===== src/rtl/audio_beep_scheduler_pkg.sv =====
// Shared types and defaults for the speaker beep scheduler.
package audio_sched_pkg;

  typedef enum logic [2:0] {
    IDLE = 3'd0,
    LOAD = 3'd1,
    ON   = 3'd2,
    GAP  = 3'd3,
    DONE = 3'd4
  } state_e;

  localparam int unsigned DEF_BEEP_CYC = 10_000_000;
  localparam int unsigned DEF_GAP_CYC  = 5_000_000;

  localparam logic TONE_A = 1'b0;
  localparam logic TONE_B = 1'b1;

endpackage


===== src/rtl/audio_beep_scheduler_if.sv =====
// Request/grant bundle between the requesting task modules and the scheduler.
interface audio_beep_scheduler_if #(
  parameter int NREQ = 4
) ();
  logic [NREQ-1:0]   req;
  logic [4*NREQ-1:0] req_count;
  logic [NREQ-1:0]   req_tone;
  logic              cancel;
  logic [NREQ-1:0]   grant;
  logic [NREQ-1:0]   done;
  logic              busy;

  modport master (
    output req, req_count, req_tone, cancel,
    input  grant, done, busy
  );

  modport slave (
    input  req, req_count, req_tone, cancel,
    output grant, done, busy
  );
endinterface


===== src/rtl/audio_beep_scheduler_prio_pick_onehot.sv =====
// Fixed-priority picker: isolates the lowest set bit of a request vector.
module prio_pick_onehot #(
  parameter int N = 4
) (
  input  logic [N-1:0] vec,
  output logic [N-1:0] onehot,
  output logic         any
);
  // Two's-complement trick keeps only the least significant set bit.
  assign onehot = vec & (~vec + N'(1));
  assign any    = |vec;
endmodule


===== src/rtl/audio_beep_scheduler.sv =====
// Grants the speaker to one requester at a time and plays N timed beeps
// separated by silent gaps, with fixed lowest-index priority.
module audio_beep_scheduler
  import audio_sched_pkg::*;
#(
  parameter int          NREQ     = 4,
  parameter int unsigned BEEP_CYC = DEF_BEEP_CYC,
  parameter int unsigned GAP_CYC  = DEF_GAP_CYC,
  parameter int          TMR_W    = 32
) (
  input  logic                   clk100M,
  input  logic                   rst_n,
  audio_beep_scheduler_if.slave  bus,
  input  logic [11:0]            tone_a,
  input  logic [11:0]            tone_b,
  output logic [11:0]            audio_out,
  output logic                   sound_on
);

  localparam logic [TMR_W-1:0] BEEP_LAST = TMR_W'(BEEP_CYC - 1);
  localparam logic [TMR_W-1:0] GAP_LAST  = TMR_W'(GAP_CYC - 1);

  state_e            state_q, state_d;
  logic [NREQ-1:0]   pending_q, pending_d;
  logic [NREQ-1:0]   tone_q, tone_d;
  logic [3:0]        count_q [NREQ];
  logic [3:0]        count_d [NREQ];
  logic [NREQ-1:0]   grant_q, grant_d;
  logic [NREQ-1:0]   done_q, done_d;
  logic [TMR_W-1:0]  timer_q, timer_d;
  logic [3:0]        beeps_left_q, beeps_left_d;
  logic              cur_tone_q, cur_tone_d;
  logic              sound_on_q, sound_on_d;
  logic              busy_q, busy_d;

  logic [NREQ-1:0]   cap;
  logic [NREQ-1:0]   pick_onehot;
  logic              pick_any;
  logic [3:0]        owner_count;
  logic              owner_tone;

  prio_pick_onehot #(.N(NREQ)) u_pick (
    .vec    (pending_q),
    .onehot (pick_onehot),
    .any    (pick_any)
  );

  // A slot accepts one request at a time; the current owner cannot re-post.
  for (genvar gi = 0; gi < NREQ; gi++) begin : g_cap
    assign cap[gi] = bus.req[gi] && (bus.req_count[4*gi +: 4] != 4'd0)
                     && !pending_q[gi] && !grant_q[gi];
  end

  always_comb begin
    owner_count = '0;
    owner_tone  = 1'b0;
    for (int i = 0; i < NREQ; i++) begin
      if (grant_q[i]) begin
        owner_count = owner_count | count_q[i];
        owner_tone  = owner_tone | tone_q[i];
      end
    end
  end

  always_comb begin
    state_d      = state_q;
    pending_d    = pending_q;
    tone_d       = tone_q;
    count_d      = count_q;
    grant_d      = grant_q;
    timer_d      = timer_q;
    beeps_left_d = beeps_left_q;
    cur_tone_d   = cur_tone_q;

    for (int i = 0; i < NREQ; i++) begin
      if (cap[i]) begin
        pending_d[i] = 1'b1;
        count_d[i]   = bus.req_count[4*i +: 4];
        tone_d[i]    = bus.req_tone[i];
      end
    end

    case (state_q)
      IDLE: begin
        if (pick_any) begin
          state_d = LOAD;
          grant_d = pick_onehot;
        end
      end
      LOAD: begin
        pending_d    = pending_d & ~grant_q;
        beeps_left_d = owner_count;
        cur_tone_d   = owner_tone;
        timer_d      = '0;
        state_d      = ON;
      end
      ON: begin
        if (timer_q == BEEP_LAST) begin
          timer_d = '0;
          if (beeps_left_q == 4'd1) begin
            state_d = DONE;
          end else begin
            beeps_left_d = beeps_left_q - 4'd1;
            state_d      = GAP;
          end
        end else begin
          timer_d = timer_q + TMR_W'(1);
        end
      end
      GAP: begin
        if (timer_q == GAP_LAST) begin
          timer_d = '0;
          state_d = ON;
        end else begin
          timer_d = timer_q + TMR_W'(1);
        end
      end
      DONE: begin
        state_d = IDLE;
        grant_d = '0;
      end
      default: begin
        state_d = IDLE;
        grant_d = '0;
      end
    endcase

    if (bus.cancel && (state_q != IDLE)) begin
      state_d = IDLE;
      grant_d = '0;
      timer_d = '0;
    end

    // Outputs are registered alongside the state they describe.
    sound_on_d = (state_d == ON);
    busy_d     = (state_d != IDLE);
    done_d     = (state_d == DONE) ? grant_d : '0;
  end

  always_ff @(posedge clk100M or negedge rst_n) begin
    if (!rst_n) begin
      state_q      <= IDLE;
      pending_q    <= '0;
      tone_q       <= '0;
      for (int i = 0; i < NREQ; i++) count_q[i] <= '0;
      grant_q      <= '0;
      done_q       <= '0;
      timer_q      <= '0;
      beeps_left_q <= '0;
      cur_tone_q   <= TONE_A;
      sound_on_q   <= 1'b0;
      busy_q       <= 1'b0;
    end else begin
      state_q      <= state_d;
      pending_q    <= pending_d;
      tone_q       <= tone_d;
      count_q      <= count_d;
      grant_q      <= grant_d;
      done_q       <= done_d;
      timer_q      <= timer_d;
      beeps_left_q <= beeps_left_d;
      cur_tone_q   <= cur_tone_d;
      sound_on_q   <= sound_on_d;
      busy_q       <= busy_d;
    end
  end

  assign bus.grant = grant_q;
  assign bus.done  = done_q;
  assign bus.busy  = busy_q;
  assign sound_on  = sound_on_q;
  assign audio_out = sound_on_q ? ((cur_tone_q == TONE_A) ? tone_a : tone_b) : 12'd0;

endmodule


===== src/flat_wrapper.sv =====
// flat-port wrapper written by rule: the top's interface ports become plain ports
module audio_beep_scheduler_flat import audio_sched_pkg::*;
#(
  parameter int          NREQ     = 4,
  parameter int unsigned BEEP_CYC = DEF_BEEP_CYC,
  parameter int unsigned GAP_CYC  = DEF_GAP_CYC,
  parameter int          TMR_W    = 32
)
  (clk100M, rst_n, tone_a, tone_b, audio_out, sound_on, bus_req, bus_req_count, bus_req_tone, bus_cancel, bus_grant, bus_done, bus_busy);
  audio_beep_scheduler_if #(.NREQ(NREQ)) bus_i ();
  input  logic clk100M;
  input  logic rst_n;
  input  logic [11:0] tone_a;
  input  logic [11:0] tone_b;
  output logic [11:0] audio_out;
  output logic sound_on;
  input wire logic [$bits(bus_i.req)-1:0] bus_req;
  input wire logic [$bits(bus_i.req_count)-1:0] bus_req_count;
  input wire logic [$bits(bus_i.req_tone)-1:0] bus_req_tone;
  input wire logic [$bits(bus_i.cancel)-1:0] bus_cancel;
  output wire logic [$bits(bus_i.grant)-1:0] bus_grant;
  output wire logic [$bits(bus_i.done)-1:0] bus_done;
  output wire logic [$bits(bus_i.busy)-1:0] bus_busy;
  assign bus_i.req = bus_req;
  assign bus_i.req_count = bus_req_count;
  assign bus_i.req_tone = bus_req_tone;
  assign bus_i.cancel = bus_cancel;
  assign bus_grant = bus_i.grant;
  assign bus_done = bus_i.done;
  assign bus_busy = bus_i.busy;
  audio_beep_scheduler #(.NREQ(NREQ), .BEEP_CYC(BEEP_CYC), .GAP_CYC(GAP_CYC), .TMR_W(TMR_W)) u_core (.clk100M(clk100M), .rst_n(rst_n), .bus(bus_i), .tone_a(tone_a), .tone_b(tone_b), .audio_out(audio_out), .sound_on(sound_on));
endmodule

===== config.mk =====
export PLATFORM = sky130hd
export DESIGN_NAME = audio_beep_scheduler_flat
export DESIGN_NICKNAME = d
export VERILOG_FILES = /design/src/rtl/audio_beep_scheduler_pkg.sv /design/src/rtl/audio_beep_scheduler_if.sv /design/src/rtl/audio_beep_scheduler_prio_pick_onehot.sv /design/src/rtl/audio_beep_scheduler.sv /design/src/flat_wrapper.sv
export SDC_FILE = /design/constraint.sdc
export NUM_CORES = 1
export LEC_CHECK = 0
export BUFFER_PORTS_ARGS = -buffer_cell sky130_fd_sc_hd__buf_2
export CAP_MARGIN = 20
export CORE_MARGIN = 10
export CORE_UTILIZATION = 40
export DETAILED_ROUTE_END_ITERATION = 12
export GPL_ROUTABILITY_DRIVEN = 0
export PLACE_DENSITY = 0.68
export SYNTH_ARGS = -nofsm -noshare
export SYNTH_HDL_FRONTEND = slang
export SYNTH_HIERARCHICAL = 1
export SYNTH_SLANG_ARGS = --single-unit

===== constraint.sdc =====
create_clock -name clk100M -period 3.93 [get_ports clk100M]
set_input_delay 0.5895 -clock clk100M [delete_from_list [all_inputs] [get_ports clk100M]]
set_output_delay 0.5895 -clock clk100M [all_outputs]
set_load 0.05 [all_outputs]

==> run metrics <==
status finished clean; antenna violations before repair 0; clock slew at reported path FFs approximately 90 ps; Final Hold Viols 0; Hold WS between 400 and 500 ps; CTS Hold Buffers Added 0; Detailed Route Iter0 Violations 189; all-layer global routing usage 0.1407; worst-margin pin slew about 990 ps; Core ar. 0.009774 mm²; post-synth top area cell dfrtp_1; Slew headroom 0.3308; Syn. warnings 6; drt wl/cell about 16 µm; Mapped Nets 485; worst vdd rail ir drop ~0.22 mV; Post-synth ARST share 1.000; Synth top area share 0.4596; Final Core Density 0.4832; worst-path cell chain ha_1 -> nand4_1 -> or2_1 -> o32a_1 -> o21ai_1 -> buf_4 -> o21ai_0 -> a21o_1; final setup vio count 0; largest net degree at the start of global routing 75; Worst-Skew Late Latency 360 ps; fmax 0.3748 GHz; skew final 12.05 ps; startpoint types flip-flop; Post-synth EDFFs 0; vias per cell 5.561; leading post-synthesis cells by cell area dfrtp_1 (46%), nand2_1 (6.1%), mux2i_1 (4.0%); crit path time final 2668 ps; Mean Syn Cell Area 9.348 µm²; cell row count 36; CTS H-tree depth 3; share of cells above drive strength 1 0.2139; CTS root buf clkbuf_8; RSZ-0062 raised after global routing false; Reg2Reg Depth 8; deepest clock path buffer count 2; gr ovfl total 0; dominant synthesized flop cell dfrtp_1; Critical Path AT 2910 ps; Synth Instances roughly 430; Reg area 0.001852 mm²; Worst setup EP type flip-flop; Die Y 120.4 µm; nets@finish 554; IO Port Bufs 72; number of diodes 0; CTS Sinks 74; hold crit path type primary input to async pin; CP max stage delay 550 ps; Antenna Nets Post-Route 0; Max Slew Vio Count 0; hpwl dp 7514 µm; Worst Path Required 4170 ps; area of the multi-input gates about 0.0021 mm²; Num CTS Buffers 9; slowest cell on the critical path o21ai_1; Setup WS pre-CTS 1304 ps; Ports 73; fill count 938; post-synthesis sequential area ratio 0.4596; Leak 2.178 nW; setup_tns 0 ps; most frequent cells in the layout dfrtp_1 (74), buf_2 (72), nand2_1 (65); number of setup buffers added after CTS 0; Pwr Density 575.1 mW/mm²; post-CTS sizing 0; Mapped Area approximately 0.0040 mm²; CP Class flip-flop to flip-flop; flop and latch count out of synthesis 74; Initial Utilization 0.4122; Pwr Total roughly 2.7 mW; drt total wl around 10000 µm; die footprint about 0.014 mm²; DRC 0; number of global-route vias before repair 3568; Final WS setup 1262 ps; fin crit share 0.6789; Die Span X 120.4 µm; Pre-antenna DRT Iters 4; vias post-DR 3548; Area Overhead vs Synth 17.24%; most common cell after layout, fill and taps aside dfrtp_1; Max-Cap Viols 0; Cell variety after synth 55; global-route wire length before repair about 17000 µm; maximum fanout along the worst path 13; CTS tree done
-- metal layers --
| metal | GRT usage | up-vias | routed length (µm) | part of all wire |
|---|---|---|---|---|
| met5 | 0 | - | 0 | 0 |
| li1 | - | 1717 | - | - |
| met3 | 0.03816 | 10 | 795 | 0.078 |
| met2 | 0.2192 | 103 | 4485 | 0.44 |
| met1 | 0.1769 | 1718 | 4759 | 0.47 |
| met4 | 0.06787 | 0 | 164 | 0.016 |
-- synthesized netlist by cell type, drive strengths merged (8+ instances only) --
library cell,n
a21o,9
a21oi,15
a22o,13
a22oi,8
and3,10
clkbuf,12
dfrtp,74
inv,9
mux2i,16
nand2,65
nand3,17
nand4,14
nor2,27
nor2b,19
nor3b,10
o21ai,24
or3,8
-- final cells by class --
cell class	instances	area share
sequential	74	0.3921
inverter	9	0.007152
multi-input combinational	330	0.4384
clock inverter	6	0.01536
tap	133	0.03523
timing repair buffer	76	0.08265
clock buffer	10	0.02914
-- power breakdown --
part	internal [mW]	switching (mW)
Combinational	0.370	0.569
Sequential	0.935	0.211
Clock	0.319	0.313
Total	1.62	1.09
-- worst paths after layout --
path	from	to	slack, ps
max in group asynchronous	rst_n	u_core/timer_q[29]	2880
min in group clk100M	bus_req_tone[2]	u_core/tone_q[2]	430
setup / recovery	u_core/timer_q[0]	u_core/timer_q[23]	1260
hold / removal	rst_n	u_core/count_q[2]	430
setup reg to reg	u_core/timer_q[0]	u_core/timer_q[23]	1260
hold reg to reg	u_core/count_q[11]	u_core/count_q[11]	480
-- sequential cells by signal (all words and copies together), names as in the netlist --
signal	count
u_core/timer_q	32
u_core/count_q	16
u_core/beeps_left_q	4
u_core/bus.done	4
u_core/bus.grant	4
u_core/pending_q	4
u_core/tone_q	4
u_core/state_q	3
u_core/bus.busy	1
u_core/cur_tone_q	1
u_core/sound_on	1
-- per-stage QoR --
step	cells	area [µm²]
global placement	622	4513
CTS	638	4723
detailed placement	622	4513
floorplan	431	4029
finish	638	4723
global route	638	4723
-- worst max-delay path: cells and delay by family, from the launching register on --
family,cells,cell delay (ps)
flops,1,410
compound gates,4,1200
buf+inv,1,310
simple gates,2,410
fa+ha+maj,1,220
-- cell families (layout without fill, tap and decap cells) --
group / after synthesis / count (layout) / share of synthesized area
xor gates and xnor gates: 5 / 5 / 0.01087
DFF: 74 / 74 / 0.4596
AOI/OAI and AO/OA: 96 / 96 / 0.1637
and+or+nand+nor: 204 / 204 / 0.2727
adders and majority gates: 3 / 3 / 0.009318
buffers and inverters: 27 / 101 / 0.02733
muxes: 22 / 22 / 0.05652
Power figures use the tool's default switching activity.
